## config.mk

```make
export PLATFORM = sky130hd
export DESIGN_NAME = zbc_clmul_seq
export DESIGN_NICKNAME = d
export VERILOG_FILES = /design/src/rtl/zbc_clmul_seq.sv
export SDC_FILE = /design/constraint.sdc
export NUM_CORES = 1
export LEC_CHECK = 0
export ABC_AREA = 1
export CAP_MARGIN = 30
export CORE_MARGIN = 2
export CORE_UTILIZATION = 50
export CTS_BUF_LIST = sky130_fd_sc_hd__clkbuf_4 sky130_fd_sc_hd__clkbuf_8 sky130_fd_sc_hd__clkbuf_16
export CTS_CLUSTER_SIZE = 24
export DETAILED_ROUTE_END_ITERATION = 8
export PLACE_DENSITY = 0.72
export SLEW_MARGIN = 20
export SYNTH_ARGS = -nofsm -noshare
export SYNTH_HDL_FRONTEND = slang
export SYNTH_SLANG_ARGS = --single-unit
export TNS_END_PERCENT = 30
```

## constraint.sdc

```tcl
create_clock -name i_clk -period 2.1 [get_ports i_clk]
set_clock_uncertainty 0.1 [all_clocks]
set_input_delay 0.42 -clock i_clk [delete_from_list [all_inputs] [get_ports i_clk]]
set_output_delay 0.42 -clock i_clk [all_outputs]
set_load 0.01 [all_outputs]
```

## src/rtl/zbc_clmul_seq.sv

```systemverilog
// Iterative carry-less multiplier for RV64 Zbc clmul / clmulh / clmulr.
// Consumes BITS_PER_CYCLE multiplier bits per BUSY cycle; the result is a
// combinational slice of the 2*WIDTH product selected by the latched op.

// One partial-product lane: the running shifted multiplicand, shifted a
// further SHIFT places and gated by the multiplier bit that lane owns.
module zbc_clmul_lane #(
  parameter int WIDTH = 64,
  parameter int SHIFT = 0
) (
  input  logic [2*WIDTH-1:0] i_a_sh,
  input  logic               i_bit,
  output logic [2*WIDTH-1:0] o_pp
);
  assign o_pp = i_bit ? (i_a_sh << SHIFT) : '0;
endmodule

module zbc_clmul_seq #(
  parameter int WIDTH          = 64,
  parameter int BITS_PER_CYCLE = 4
) (
  input  logic             i_clk,
  input  logic             i_rst_n,
  input  logic             i_flush,
  input  logic             i_in_valid,
  output logic             o_in_ready,
  input  logic [1:0]       i_in_op,
  input  logic [WIDTH-1:0] i_in_a,
  input  logic [WIDTH-1:0] i_in_b,
  output logic             o_out_valid,
  input  logic             i_out_ready,
  output logic [WIDTH-1:0] o_out_result
);

  localparam int N  = WIDTH / BITS_PER_CYCLE;
  localparam int CW = (N > 1) ? $clog2(N) : 1;
  localparam int PW = 2 * WIDTH;

  typedef enum logic [1:0] {
    OP_CLMUL  = 2'b00,
    OP_CLMULH = 2'b01,
    OP_CLMULR = 2'b10,
    OP_RSVD   = 2'b11
  } op_e;

  typedef enum logic [1:0] {
    S_IDLE = 2'b00,
    S_BUSY = 2'b01,
    S_DONE = 2'b10
  } state_e;

  typedef struct packed {
    op_e              op;
    logic [WIDTH-1:0] a;
    logic [WIDTH-1:0] b;
  } req_t;

  state_e                                r_state, w_state_nxt;
  op_e                                   r_op;
  logic [PW-1:0]                         r_p;
  logic [PW-1:0]                         r_a_sh;   // a << (cnt*BPC)
  logic [WIDTH-1:0]                      r_b_sh;   // b >> (cnt*BPC)
  logic [CW-1:0]                         r_cnt;
  logic [BITS_PER_CYCLE-1:0][PW-1:0]     w_pp;
  logic [PW-1:0]                         w_pp_sum;
  logic                                  w_accept;
  logic                                  w_last;
  req_t                                  w_req;

  assign w_req    = '{op: op_e'(i_in_op), a: i_in_a, b: i_in_b};
  assign w_accept = (r_state == S_IDLE) && i_in_valid && !i_flush;
  assign w_last   = (r_cnt == CW'(N - 1));

  // Partial-product lanes, one per multiplier bit consumed this cycle
  for (genvar k = 0; k < BITS_PER_CYCLE; k++) begin : g_lane
    zbc_clmul_lane #(
      .WIDTH (WIDTH),
      .SHIFT (k)
    ) u_lane (
      .i_a_sh (r_a_sh),
      .i_bit  (r_b_sh[k]),
      .o_pp   (w_pp[k])
    );
  end

  // GF(2) sum of this cycle's partial products
  always_comb begin
    w_pp_sum = '0;
    for (int k = 0; k < BITS_PER_CYCLE; k++) w_pp_sum = w_pp_sum ^ w_pp[k];
  end

  // Next-state logic; flush overrides every transition
  always_comb begin
    w_state_nxt = r_state;
    case (r_state)
      S_IDLE:  if (i_in_valid) w_state_nxt = S_BUSY;
      S_BUSY:  if (w_last)     w_state_nxt = S_DONE;
      S_DONE:  if (i_out_ready) w_state_nxt = S_IDLE;
      default: w_state_nxt = S_IDLE;
    endcase
    if (i_flush) w_state_nxt = S_IDLE;
  end

  // State register
  always_ff @(posedge i_clk or negedge i_rst_n) begin
    if (!i_rst_n) r_state <= S_IDLE;
    else          r_state <= w_state_nxt;
  end

  // Operand capture and per-cycle product accumulation
  always_ff @(posedge i_clk or negedge i_rst_n) begin
    if (!i_rst_n) begin
      r_op   <= OP_CLMUL;
      r_p    <= '0;
      r_a_sh <= '0;
      r_b_sh <= '0;
      r_cnt  <= '0;
    end else if (i_flush) begin
      r_p    <= '0;
      r_a_sh <= '0;
      r_b_sh <= '0;
      r_cnt  <= '0;
    end else if (w_accept) begin
      r_op   <= w_req.op;
      r_p    <= '0;
      r_a_sh <= {{WIDTH{1'b0}}, w_req.a};
      r_b_sh <= w_req.b;
      r_cnt  <= '0;
    end else if (r_state == S_BUSY) begin
      r_p    <= r_p ^ w_pp_sum;
      r_a_sh <= r_a_sh << BITS_PER_CYCLE;
      r_b_sh <= r_b_sh >> BITS_PER_CYCLE;
      r_cnt  <= r_cnt + 1'b1;
    end
  end

  // Result slice; P[PW-1] is always zero so clmulh's top bit is too
  always_comb begin
    case (r_op)
      OP_CLMULH: o_out_result = r_p[PW-1:WIDTH];
      OP_CLMULR: o_out_result = r_p[PW-2:WIDTH-1];
      default:   o_out_result = r_p[WIDTH-1:0];
    endcase
  end

  assign o_in_ready  = (r_state == S_IDLE);
  assign o_out_valid = (r_state == S_DONE);

endmodule

```

After elaboration in Yosys (flattened, before gate mapping)

Cells that the tools add are included.

Add/subtract/negate cells: 1
Equality and inequality tests: 8
Muxes and demuxes: 22
Bitwise gates (word level): 5
Reductions and logical operators: 7

Operators with widths:

| cell                  | number |
|---|---|
| $mux W128             | 10 |
| $xor A128 B128 Y128   | 4 |
| $mux W64              | 3 |
| $pmux W64 S2          | 1 |
| $mux W4               | 3 |
| $mux W2               | 4 |
| $ne A3 B3 Y1 const B  | 2 |
| $pmux W2 S3           | 1 |
| $add A4 B1 Y4 const B | 1 |
| $eq A2 B1 Y1 const B  | 2 |
| $eq A2 B2 Y1 const B  | 2 |
| $eq A4 B4 Y1 const B  | 1 |
| $ne A3 B2 Y1 const B  | 1 |
| $reduce_and A3 Y1     | 1 |
| $reduce_bool A3 Y1    | 1 |
| $logic_and A1 B1 Y1   | 2 |
| $logic_not A2 Y1      | 1 |
| $reduce_and A2 Y1     | 1 |
| $logic_not A1 Y1      | 1 |
| $not A1 Y1            | 1 |

Bits in registers: 328
Input bits: 135
Output and inout port bits: 66
Word-level logic and storage cells: 49

Longest topological paths before layout

Depth in word-level cells: 8
Gate-level depth with buffers: 12
Depth with buffers taken out: 9

Modules after synthesis

Synthesis repeated with hierarchy kept, for this count alone.

Cell total of the unflattened synthesis: 4916
Area total of the unflattened synthesis: 27824.2 um^2

Modules (own cells, without submodules):

| module                             | times used | cells each | area each (um^2) | seq. area each (um^2) |
|---|---|---|---|---|
| zbc_clmul_seq                      | 1          | 3839       | 23475.0          | 8207.9 |
| zbc_clmul_lane at g_lane[0].u_lane | 1          | 270        | 1114.8           | 0.0 |
| zbc_clmul_lane at g_lane[1].u_lane | 1          | 270        | 1091.0           | 0.0 |
| zbc_clmul_lane at g_lane[3].u_lane | 1          | 268        | 1074.8           | 0.0 |
| zbc_clmul_lane at g_lane[2].u_lane | 1          | 269        | 1068.5           | 0.0 |

Worst setup path after synthesis

Ideal clock, no wire load.

Kind: reg-to-output
From: register r_op[0]
To: output port o_out_result[0]
Data arrival time: 1579 ps
Data required time: 1580 ps
Setup slack: 1 ps
Stages on the path, launching flop included: 8
Buffers on the path: 2
Path through: dfrtp_1 > inv_1 > ha_1 > inv_2 > clkbuf_1 > clkbuf_1 > nand2_1 > o21ai_0

Cells in the longest elaborated chain, start to end: 2
Elaborated cells on any way between the ends: 3
Those cells by class: 2 x eq/ne; 1 x mux

Ends and longest elaborated chain:

| element                                      | RTL line | text |
|---|---|---|
| start: declaration                           | 59       | `op_e r_op;` |
| start signal: assignment                     | 124      | `r_op <= w_req.op;` |
| $eq A2 B2 Y1 or $eq A2 B1 Y1 (tied branches) | 139      | `case (r_op)` |
| $pmux W64 S2 *                               | 139      |  |
| end: declaration                             | 32       | `output logic [WIDTH-1:0] o_out_result` |

Mark *: on every way between the ends. The rest lies on a longest branch, timed or not.

Final worst setup path

From: register r_op[1]
To: output port o_out_result[47]

Same word-level chain as after synthesis.

==> results.yml <==
synthesis:
  netlist_instances: 5035
  synth_area_leader_cell: "nand2_1"
  yosys.cell_types.count: 30
  synth_top_area_share_pct: 38.4
  synth-seq-area-share_pct: 30.0
  ys.warnings.count: 0
  syn_nets: 5173
  ys_seq_elements: 328
  synthesis.area_mm2: 0.0274
  synth_area_leaders: "nand2_1 (38%), dfrtp_1 (30%), inv_1 (11%), o21ai_0 (3.9%), nand3_1 (3.8%)"
  synth.avg_cell_area_um2: 5.43
worst_setup_path:
  timing.critical_path.cells: "inv_2 > ha_4 > clkinv_8 > buf_16 > o22ai_1 > nand2_2 > o21ai_2 > buf_2"
  timing.rr.start: "r_state[1]$_DFFE_PN0P_"
  end_kind: "output pin"
  slowest_delay_ns: 0.42
  worstPathMaxFanout: 15
  r2r_cells: 8
  reg2reg_to: "r_b_sh[14]$_DFFE_PN0P_"
  start_kind: "flip-flop"
  arrival_ns: 2.07
  rrSetupSlack_ns: 0.25
  cp.required_ns: 1.58
  critPathKind: "reg2out"
  crit_path_top_delay_cell: "dfrtp_1"
clock_tree:
  cts_htree_levels: 2
  cts_tree: "done"
  clock_latency_ns: 0.57
  cts_root_buf: "clkbuf_16"
  cts.sinks: 328
  numCtsBuffers: 40
  cts_max_path_buffers: 3
  clk_pin_slew_ns: 0.06
route:
  vias: 29900
  drt.antenna.violating_nets: 0
  drc_errors: 0
  drt_iter0_markers: 2477
  wl_per_cell_um: 14.2
  wirelength_mm: 83.7
  drtPass1Iterations: 6
  avgViaCountPerCell: 5.06
finish:
  area_delta_synth_final_pct: 18.9
  final_cell_mix: "nand2_1 (2781), inv_1 (770), dfrtp_1 (324)"
  final_common_cell: "nand2_1"
  fin_util_pct: 60.3
  layout.cells.non_filler: 5905
  n_antenna_cell: 0
  nets: 5319
  fillers: 5087
  drive_gt1_share_pct: 6.74
sta:
  post-route-period-util_pct: 123
  period_needed_ns: 2.59
  grt_setup_unrepaired: "yes"
  setup_viol: 64
  layout_setup_ws_ns: -0.489
  finalHoldViolations: 0
  clock.fmax_mhz: 386
  report.final.slew_viol_count: 0
  holdWs_ns: 0.253
  relSlewSlack_pct: 72.1
  tightest_slew_ns: 0.419
status:
  violations: "negative setup slack"
  status: "complete, but fails checks"
placed_design:
  place_ws_ns: -0.373
  place_inst: 5820
  dp_hpwl_mm: 59.5
  globalplace.congestion: 0.909
  port_buffers: 200
floorplan:
  start_util_pct: 50.7
  dieWidth_um: 238
  io_pins: 201
  dieArea_mm2: 0.0566
  rows: 85
  core_mm2: 0.0539
  fp.dieH_um: 238
flow_run:
  cap_violations: 0
global_route:
  antenna_found_initial: 1
  grt_max_degree: 73
  first_global_vias: 27300
  gr-total-overflow: 0
  grt_pass1_wl_mm: 137
  gr-usage-all-layers_pct: 29.6
min_path:
  hp-class: "in2async"
power_and_ir_drop:
  pwr_density_cell_mw_per_mm2: 743
  p_leak_nw: 20.4
  power.total_mw: 24.2
  vdd_ir_drop_max_mv: 0.504
==> report_power, final <==
part	internal (mW)	total, mW	switching [mW]
clock network	4.44	7.35	2.91
logic	3.26	9.01	5.75
registers	7.01	7.80	0.791
total	14.7	24.2	9.44
==> worst max-delay path, delay by kind of cell (launching register included) <==
family	cells	cell delay [ns]
AO/OA/AOI/OAI	2	0.28
adder cells (fa/ha/maj)	1	0.18
buffers and inverters	4	0.53
AND/OR/NAND/NOR	1	0.09
flip-flops	1	0.42
==> logic make-up after synthesis <==
group	count (synthesis)	synth area share (%)
compound gates	448	9.38
simple gates	3248	45.7
flops	328	30.0
xor+xnor	20	0.640
fa+ha+maj	3	0.137
buf+inv	988	14.2
==> stage by stage <==
step / instance area (µm²) / setup TNS (ns)
floorplan: 27400 / 0
global placement: 30600 / -15.31
detailed placement: 30600 / -18.42
CTS: 32100 / -26.00
global route: 32500 / -29.37
finish: 32500 / -26.12
==> flip-flops by register name, indices dropped and copies added (netlist names) <==
register / flops
r_a_sh: 128
r_p: 128
r_b_sh: 64
r_cnt: 4
r_op: 2
r_state: 2
==> how the worst max path moves through the flow <==
stage | start | to | slack, ns
after floorplan | r_op[0]$_DFFE_PN0P_ | o_out_result[0] | 0.001
after global placement | r_op[0]$_DFFE_PN0P_ | o_out_result[20] | -0.31
after detailed placement | r_op[0]$_DFFE_PN0P_ | o_out_result[11] | -0.37
after CTS | r_op[1]$_DFFE_PN0P_ | o_out_result[36] | -0.51
after global routing | r_op[0]$_DFFE_PN0P_ | o_out_result[22] | -0.52
final | r_op[1]$_DFFE_PN0P_ | o_out_result[47] | -0.49
==> timing repair <==
| item | in CTS | in global routing |
|---|---|---|
| pin swaps | 9 | 29 |
| setup buffers | 2 | 1 |
| cloned | 5 | 6 |
| setup endpoints to repair | 66 | 64 |
| endpoints found under the hold margin | 38 | 0 |
| hold buffers | 1 | 0 |
| gates resized for setup | 336 | 111 |
==> Yosys cell counts, drive strengths merged <==
| library cell | n |
|---|---|
| nor3 | 2 |
| nor2 | 230 |
| o2bb2ai | 62 |
| dfrtp | 328 |
| buf | 136 |
| inv | 779 |
| o22ai | 61 |
| a21oi | 72 |
| xnor2 | 20 |
| o31ai | 1 |
| a22oi | 2 |
| o2111ai | 1 |
| ha | 3 |
| a31oi | 2 |
| nand3 | 210 |
| nand2 | 2801 |
| nand4 | 4 |
| clkinv | 2 |
| o21ai | 247 |
| nor2b | 1 |
| clkbuf | 71 |
==> cell type report <==
| cell class | instances | area [µm²] | area share, % |
|---|---|---|---|
| sequential | 328 | 8220 | 25.3 |
| inverter | 781 | 2980 | 9.16 |
| multi-input combinational | 3719 | 15700 | 48.4 |
| clock inverter | 18 | 233 | 0.716 |
| timing repair buffer | 311 | 3330 | 10.2 |
| clock buffer | 52 | 1140 | 3.50 |
| tap | 696 | 871 | 2.68 |
==> per-layer routing <==
metal / part of all wire (%) / track usage [%]
met4: 2.5 / 8.20
met5: 0 / 0
met2: 44 / 47.6
met1: 46 / 41.4
met3: 7.8 / 4.44
Power figures use the tool's default switching activity.
